**config.mk**
```make
export PLATFORM = sky130hd
export DESIGN_NAME = sort_ctrl
export DESIGN_NICKNAME = d
export VERILOG_FILES = /design/src/rtl/sort_ctrl.sv
export SDC_FILE = /design/constraint.sdc
export NUM_CORES = 1
export LEC_CHECK = 0
export BUFFER_PORTS_ARGS = -buffer_cell sky130_fd_sc_hd__buf_2
export CAP_MARGIN = 25
export CORE_MARGIN = 3
export CORE_UTILIZATION = 46
export CTS_CLUSTER_SIZE = 14
export DETAILED_ROUTE_END_ITERATION = 6
export GPL_ROUTABILITY_DRIVEN = 1
export PLACE_DENSITY = 0.71
export SLEW_MARGIN = 20
export SYNTH_ARGS = -nofsm -noshare
export SYNTH_HDL_FRONTEND = slang
export SYNTH_SLANG_ARGS = --single-unit
```
**constraint.sdc**
```tcl
create_clock -name clk -period 5.28 [get_ports clk]
set_input_delay 0.528 -clock clk [delete_from_list [all_inputs] [get_ports clk]]
set_output_delay 0.528 -clock clk [all_outputs]
set_load 0.01 [all_outputs]
```
**src/rtl/sort_ctrl.sv**
```systemverilog
// sort_ctrl: loads DEPTH words, bubble-sorts them in place with one compare-and-swap per cycle, then streams them out ascending (optional SORT_SWAP_CNT_EN adds swap_count).
// Latency: DEPTH-1 sort cycles when the block is already ordered, (DEPTH-1)^2 in the worst case; all outputs come from registers or from the state decode.
// Backpressure: in_ready is high only in LOAD; out_data holds while out_ready is low; flush aborts to LOAD from any state.

module sort_cmp #(
    parameter int N = 4
) (
    input  logic [N-1:0] a,
    input  logic [N-1:0] b,
    output logic         eq,
    output logic         a_gt,
    output logic         b_gt
);
    assign eq   = (a == b);
    assign a_gt = (a > b);
    assign b_gt = (a < b);
endmodule

module sort_ctrl #(
    parameter  int WIDTH = 4,
    parameter  int DEPTH = 8,
    localparam int IW    = $clog2(DEPTH),
    localparam int SCW   = $clog2(DEPTH * (DEPTH - 1) / 2 + 1)
) (
    input  logic             clk,
    input  logic             rst,
    input  logic             flush,
    input  logic             in_valid,
    input  logic [WIDTH-1:0] in_data,
    output logic             in_ready,
    output logic             out_valid,
    output logic [WIDTH-1:0] out_data,
    input  logic             out_ready,
    output logic             busy,
    output logic             sort_done
`ifdef SORT_SWAP_CNT_EN
    ,
    output logic [SCW-1:0]   swap_count
`endif
);

    typedef enum logic [1:0] {
        ST_LOAD = 2'd0,
        ST_SORT = 2'd1,
        ST_OUT  = 2'd2
    } state_t;

    localparam logic [IW-1:0] LAST_IDX = IW'(DEPTH - 1);
    localparam logic [IW-1:0] LAST_J   = IW'(DEPTH - 2);

    state_t            state_q, state_d;
    logic [IW-1:0]     wr_idx_q, wr_idx_d;
    logic [IW-1:0]     rd_idx_q, rd_idx_d;
    logic [IW-1:0]     j_q, j_d;
    logic [IW-1:0]     pass_q, pass_d;
    logic              swapped_q, swapped_d;
    logic              in_ready_q, in_ready_d;
    logic              sort_done_q, sort_done_d;
    logic [SCW-1:0]    swap_cnt_q, swap_cnt_d;
    logic [WIDTH-1:0]  mem_q [DEPTH];
    logic [WIDTH-1:0]  mem_d [DEPTH];

    logic [IW-1:0]     j_nxt;
    logic [WIDTH-1:0]  cmp_a, cmp_b;
    logic              cmp_eq, cmp_a_gt, cmp_b_gt;
    logic              do_swap;
    logic              pass_swapped;

    assign j_nxt = j_q + IW'(1);
    assign cmp_a = mem_q[j_q];
    assign cmp_b = mem_q[j_nxt];

    sort_cmp #(.N(WIDTH)) u_cmp (
        .a    (cmp_a),
        .b    (cmp_b),
        .eq   (cmp_eq),
        .a_gt (cmp_a_gt),
        .b_gt (cmp_b_gt)
    );

    // Equal words never swap, which keeps the sort stable.
    assign do_swap = cmp_a_gt && !(cmp_eq || cmp_b_gt);

    always_comb begin
        state_d      = state_q;
        wr_idx_d     = wr_idx_q;
        rd_idx_d     = rd_idx_q;
        j_d          = j_q;
        pass_d       = pass_q;
        swapped_d    = swapped_q;
        swap_cnt_d   = swap_cnt_q;
        mem_d        = mem_q;
        pass_swapped = 1'b0;

        case (state_q)
            ST_LOAD: begin
                if (in_valid && in_ready_q) begin
                    mem_d[wr_idx_q] = in_data;
                    if (wr_idx_q == LAST_IDX) begin
                        state_d    = ST_SORT;
                        wr_idx_d   = '0;
                        j_d        = '0;
                        pass_d     = '0;
                        swapped_d  = 1'b0;
                        swap_cnt_d = '0;
                    end else begin
                        wr_idx_d = wr_idx_q + IW'(1);
                    end
                end
            end
            ST_SORT: begin
                if (do_swap) begin
                    mem_d[j_q]   = cmp_b;
                    mem_d[j_nxt] = cmp_a;
                    swapped_d    = 1'b1;
                    swap_cnt_d   = swap_cnt_q + SCW'(1);
                end
                if (j_q == LAST_J) begin
                    pass_swapped = swapped_q || do_swap;
                    // A clean pass means ordered; DEPTH-1 passes always suffice.
                    if (!pass_swapped || pass_q == LAST_J) begin
                        state_d  = ST_OUT;
                        rd_idx_d = '0;
                    end else begin
                        j_d       = '0;
                        pass_d    = pass_q + IW'(1);
                        swapped_d = 1'b0;
                    end
                end else begin
                    j_d = j_nxt;
                end
            end
            ST_OUT: begin
                if (out_ready) begin
                    if (rd_idx_q == LAST_IDX) begin
                        state_d  = ST_LOAD;
                        rd_idx_d = '0;
                    end else begin
                        rd_idx_d = rd_idx_q + IW'(1);
                    end
                end
            end
            default: begin
                state_d = ST_LOAD;
            end
        endcase

        // Abort wins over any handshake or swap in the same cycle.
        if (flush) begin
            state_d    = ST_LOAD;
            wr_idx_d   = '0;
            rd_idx_d   = '0;
            j_d        = '0;
            pass_d     = '0;
            swapped_d  = 1'b0;
            swap_cnt_d = '0;
            mem_d      = mem_q;
        end

        in_ready_d  = (state_d == ST_LOAD);
        sort_done_d = (state_q == ST_SORT) && (state_d == ST_OUT);
    end

    always_ff @(posedge clk or posedge rst) begin
        if (rst) begin
            state_q     <= ST_LOAD;
            wr_idx_q    <= '0;
            rd_idx_q    <= '0;
            j_q         <= '0;
            pass_q      <= '0;
            swapped_q   <= 1'b0;
            in_ready_q  <= 1'b0;
            sort_done_q <= 1'b0;
            swap_cnt_q  <= '0;
            for (int i = 0; i < DEPTH; i++) begin
                mem_q[i] <= '0;
            end
        end else begin
            state_q     <= state_d;
            wr_idx_q    <= wr_idx_d;
            rd_idx_q    <= rd_idx_d;
            j_q         <= j_d;
            pass_q      <= pass_d;
            swapped_q   <= swapped_d;
            in_ready_q  <= in_ready_d;
            sort_done_q <= sort_done_d;
            swap_cnt_q  <= swap_cnt_d;
            for (int i = 0; i < DEPTH; i++) begin
                mem_q[i] <= mem_d[i];
            end
        end
    end

    assign in_ready  = in_ready_q;
    assign out_valid = (state_q == ST_OUT);
    assign busy      = (state_q == ST_SORT);
    assign sort_done = sort_done_q;
    assign out_data  = (state_q == ST_OUT) ? mem_q[rd_idx_q] : '0;

`ifdef SORT_SWAP_CNT_EN
    assign swap_count = swap_cnt_q;
`else
    logic unused_swap_cnt;
    assign unused_swap_cnt = ^swap_cnt_q;
`endif

endmodule

```
# Word-level counts from Yosys, hierarchy flattened
# Cells that the tools add are included.
# op_classes
n_mux,57
n_lt_le_gt_ge,9
n_addsub,4
n_reduce_logical,24
eq_ne,17
n_bitwise,5
# op_table
operator,n
32-bit bitwise mux,3
32-bit 2-to-1 mux,2
32-bit case mux with 2 select lines,1
3-bit 2-to-1 mux,17
4-bit 2-to-1 mux,10
4-bit binary-select mux with 3-bit select,3
4-bit demux with 3-bit select,3
3-bit case mux with 2 select lines,3
4-bit >= comparator (second input constant),4
3-bit NOT with 4-bit output,4
2-bit 2-to-1 mux,7
3-bit by 1-bit adder with 3-bit output (second input constant),4
3-bit == test (second input constant),4
4-bit by 1-bit less-than comparator with 1-bit output (second input constant),3
4-bit AND reduction,3
3-bit by 2-bit inequality test with 1-bit output (second input constant),3
3-bit inequality test (second input constant),3
1-bit logical AND,6
1-bit 2-to-1 mux,6
2-bit case mux with 3 select lines,1
2-bit nonzero test,3
3-bit nonzero test,2
5-bit AND reduction,1
2-bit == test (second input constant),2
other kinds (14),18
# totals
ff_bits,49
inputBits,9
out_inout_bits,8

# Depth between registers and ports, before layout
# depth
depth_word,18
depth_mapped,16
ltp_nobuf,12

# Hierarchy
# From an unflattened synthesis, not the netlist that was laid out.
# hier_totals
cells_unflattened,402
hier_area_um2,3958.8
# by_module_without_submodules
module,seq_area_each_um2,area_each_um2,n_inst,cells_each
sort_ctrl,1226.2,3829.9,1,386
sort_cmp,0.0,128.9,1,16

# Least setup slack after synthesis
# OpenSTA, ideal clock, no wires.
# synth_timing
kind,register -> register
start,register j_q[0]
end,register mem_q[19] (netlist name)
n_path_buf,4
arrival_time_ns,3.670
required_ns,5.184
slack_ns,1.514
path_stages_with_launch,14
synth_period_minus_slack_ns,3.766
cell_sequence,dfrtp_1 buf_4 buf_6 buf_6 inv_1 ha_1 buf_2 mux4_2 mux2i_2 ha_1 and4_1 a211oi_2 o21ai_1 o31ai_1
# synth_between
elab_chain_cells,11
elab_cells_between_ends,31
cone_classes,add/sub: 1; order compare: 6; eq/ne: 2; mux: 14; bitwise: 2; reduce/logical: 6
# synth_lines
element,line_no,text
start: declaration,54,"logic [IW-1:0] j_q, j_d;"
start signal: assignment,182,j_q <= j_d;
3-bit by 1-bit adder with 3-bit output,69,assign j_nxt = j_q + IW'(1);
3-bit NOT with 4-bit output (implied by the code),"71, 114",
4-bit binary-select mux with 3-bit select,71,assign cmp_b = mem_q[j_nxt];
4-bit 2-to-1 mux (implied by the code) (2 in series),71,
4-bit less-than comparator or 4-bit == test (tied branches),"16, 14",
1-bit logical OR,82,assign do_swap = cmp_a_gt && !(cmp_eq || cmp_b_gt);
1-bit zero test,82,
1-bit logical AND,82,
2-bit by 1-bit inequality test with 1-bit output (no line),n/a,
4-bit AND reduction (no line),n/a,
end signal: indexed assignment,189,mem_q[i] <= mem_d[i];
end: declaration,60,logic [WIDTH-1:0] mem_q [DEPTH];
# Several ways; a longest one is shown, not always the timed one. The select of a mux whose other input is x is not followed.
# A chain may end at the register's enable or synchronous reset.

# Worst setup path after layout
# layout_timing
start,register j_q[1]
end,register mem_q[25] (netlist name)
# Same word-level chain as after synthesis.

==> flow_metrics.py <==
metrics = {
    "critical_path": {
        "crit_fanout": 19,
        "start_kind": "register",
        "r2r_slack_ns": 0.53,
        "ff2ff_path_depth": 9,
        "critPathArrivalTime_ns": 4.97,
        "required_ns": 5.50,
        "crit_type": "reg -> reg",
        "end_kind": "register",
    },
    "logic_synthesis": {
        "synth_area_leaders": "dfrtp_1 (32%), mux4_2 (9.4%), o31ai_1 (6.3%)",
        "synthTopCellsByCount": "nand2_1 (63), nor2_1 (51), dfrtp_1 (49)",
        "ys.flop_type": "dfrtp_1",
        "yosys.cell_count.top_type": "nand2_1",
        "synth_area_um2": 3820,
        "yosys.cell_types.count": 49,
        "synth.top_cell.area_share_pct": 32.1,
        "synth_fp_nets": 443,
        "synth_edf_count": 0,
        "ys_warn_count": 0,
        "ys_seq_elements": 49,
        "avgSynthCellArea_um2": 9.05,
        "ys_seq_area_share_pct": 32.1,
        "syn_inst": 422,
        "synth_area_leader_cell": "dfrtp_1",
        "async_reset_ff_share_pct": 100,
    },
    "power": {
        "power.density_nw_per_um2": 236,
        "p_sw_share_pct": 37.2,
        "clock_power_share_pct": 26.3,
        "p_int_mw": 0.601,
        "ir_drop_mv": 0.134,
        "cellLeakagePower_nw": 1.60,
        "switchingPower_mw": 0.355,
        "seq_power_share_pct": 48.7,
        "comb_power_share_pct": 25.0,
    },
    "die": {
        "io_pins": 17,
        "rows": 32,
        "core-area_um2": 7890,
        "start_util_pct": 48.4,
        "die_y_um": 97.1,
        "die_x_um": 97.1,
        "dieArea_um2": 9430,
    },
    "place": {
        "port_buffers": 16,
        "detailed_place_hpwl_um": 8290,
        "placedCellCount": 523,
        "gp_congestion": 0.959,
    },
    "global_routing": {
        "grt_antenna_before_repair": 0,
        "track_usage_pct": 25.5,
        "grt_busiest_layer": "met2",
        "grt_util_met2_pct": 39.1,
        "grt_remaining_overflow": 0,
        "grt_pass1_wl_um": 18900,
        "first_global_vias": 3381,
        "grt_use_met3_pct": 5.10,
        "grt_start_max_net_pins": 36,
        "globalRouteMet1Util_pct": 36.8,
    },
    "sta": {
        "fin_crit_sh_pct": 90.0,
        "drv_slew": 0,
        "rsz0062_at_grt": "false",
        "clock_skew_ns": 0.0195,
        "finalHoldViolCount": 0,
        "worstMarginPinSlew_ns": 0.866,
        "finalSetupViolCount": 0,
        "slew_headroom_pct": 40.6,
        "min_period_ns": 4.75,
        "fmax_mhz": 210,
        "tns_ns": 0,
    },
    "detailed_routing": {
        "drt_iter0_drc": 327,
        "drc_errors": 0,
        "antenna_left": 0,
        "wl_per_cell_um": 22.0,
        "vias_per_cell": 6.71,
        "via_count": 3572,
        "totalWireLength_um": 11700,
        "drt_pre_antenna_iters": 5,
    },
    "clock_tree": {
        "path_clk_slew_ns": 0.12,
        "holdBufCountCts": 0,
        "cts_sinks": 49,
        "clk_latency_ns": 0.33,
        "cts_resized": 0,
        "clk_path_buf_depth": 2,
        "cts_tree": "yes",
        "cts_root_buf": "clkbuf_8",
        "cts_setup_buffers": 0,
        "numCtsBuffers": 5,
        "htree_levels": 2,
    },
    "final_layout": {
        "fin_cells": 532,
        "antenna_cells": 0,
        "drive_above_1_share_pct": 16.7,
        "nets": 450,
        "area_growth_pct": 6.23,
    },
    "status": {
        "outcome": "complete, no violations",
    },
    "flow_run": {
        "cap_viol_max_count": 0,
    },
    "worst_hold_path": {
        "hp-class": "in -> async",
    },
}
[flip-flops by register name, summed over array words and instances (netlist names)]
name and cells:
mem_q 32, state_q 2, swapped_q 1, in_ready 1
wr_idx_q 3, sort_done 1, rd_idx_q 3, j_q 3
pass_q 3
[layout make-up]
cell class	instances	area (um2)
fillers	728	3830
multi-input cells	339	2420
flip-flops and latches	49	1230
repair buffers	22	145
well taps	102	128
clock buffers	5	68.8
inverters	12	45.0
clock inverters	3	26.3
[critical path, stage by stage, from the launching register on]
cell	delay, ns
dfrtp_1	0.60
ha_1	0.88
mux4_2	0.60
mux2i_1	0.67
inv_1	0.11
ha_1	0.30
and4_1	0.17
a211oi_2	0.65
o21ai_1	0.32
o31ai_1	0.34
[cells by family after synthesis]
group	synth area share, %
compound gates	25.3
xor+xnor	0.852
fa+ha+maj	3.93
buf+inv	4.59
flops	32.1
mux	16.1
simple gates	17.2
[cells in the final DEF, fill, tap and decap left out, types with 2 or more instances in the layout]
cell and instances:
a211oi_1 25, a21oi_1 20, a221oi_1 2, a22oi_1 2, a311oi_1 4, a311oi_2 4, a31o_2 3, a31oi_1 11
and4_1 2, buf_2 16, buf_4 4, clkbuf_8 5, clkinvlp_4 2, dfrtp_1 49, ha_1 12, inv_1 11
mux2_2 4, mux2i_1 15, mux2i_4 2, mux4_2 16, nand2_1 63, nand2b_1 5, nand3_1 9, nor2_1 51
nor2b_1 7, nor3_1 5, o211ai_1 2, o21ai_0 13, o21ai_1 5, o21ai_2 5, o22ai_1 4, o31ai_1 32
[metal layers]
layer / part of all wire, % / up-vias / wire length [um]
li1: - / 1607 / -
met1: 42 / 1754 / 4920
met2: 45 / 186 / 5320
met3: 11 / 25 / 1250
met4: 2.0 / 0 / 232
met5: 0 / - / 0
[final timing paths]
path / start / end
worst min register to register: mem_q[11] / mem_q[11]
worst max register to register: j_q[1] / mem_q[25]
worst max-delay path: j_q[1] / mem_q[25]
max in group asynchronous: rst / mem_q[9]
worst min-delay path: rst / pass_q[0]
min in group clk: out_ready / rd_idx_q[2]
[per-stage QoR]
| stage | power (mW) | setup WS, ns | hold WS [ns] | util (%) | area [um2] |
|---|---|---|---|---|---|
| global route | 1.00 | 0.274 | 0.208 | 51.4 | 4060 |
| floorplan | 0.619 | 1.51 | 0.475 | - | 3820 |
| finish | 0.956 | 0.526 | 0.173 | 51.4 | 4060 |
| CTS | 0.946 | 0.622 | 0.191 | 51.2 | 4040 |
| global placement | 0.697 | 0.839 | 0.515 | 49.8 | 3930 |
| detailed placement | 0.705 | 0.675 | 0.527 | 50.0 | 3950 |
[power by group through the flow]
stage          Combinational, mW  Sequential (mW)  Clock, mW
5_1_grt                    0.264            0.470      0.268
6_report                   0.239            0.466      0.251
3_5_place_dp               0.236            0.469          0
4_1_cts                    0.236            0.462      0.248
3_3_place_gp               0.228            0.469          0
2_1_floorplan              0.174            0.444          0
Note: power is estimated with default switching activity, not from simulation.
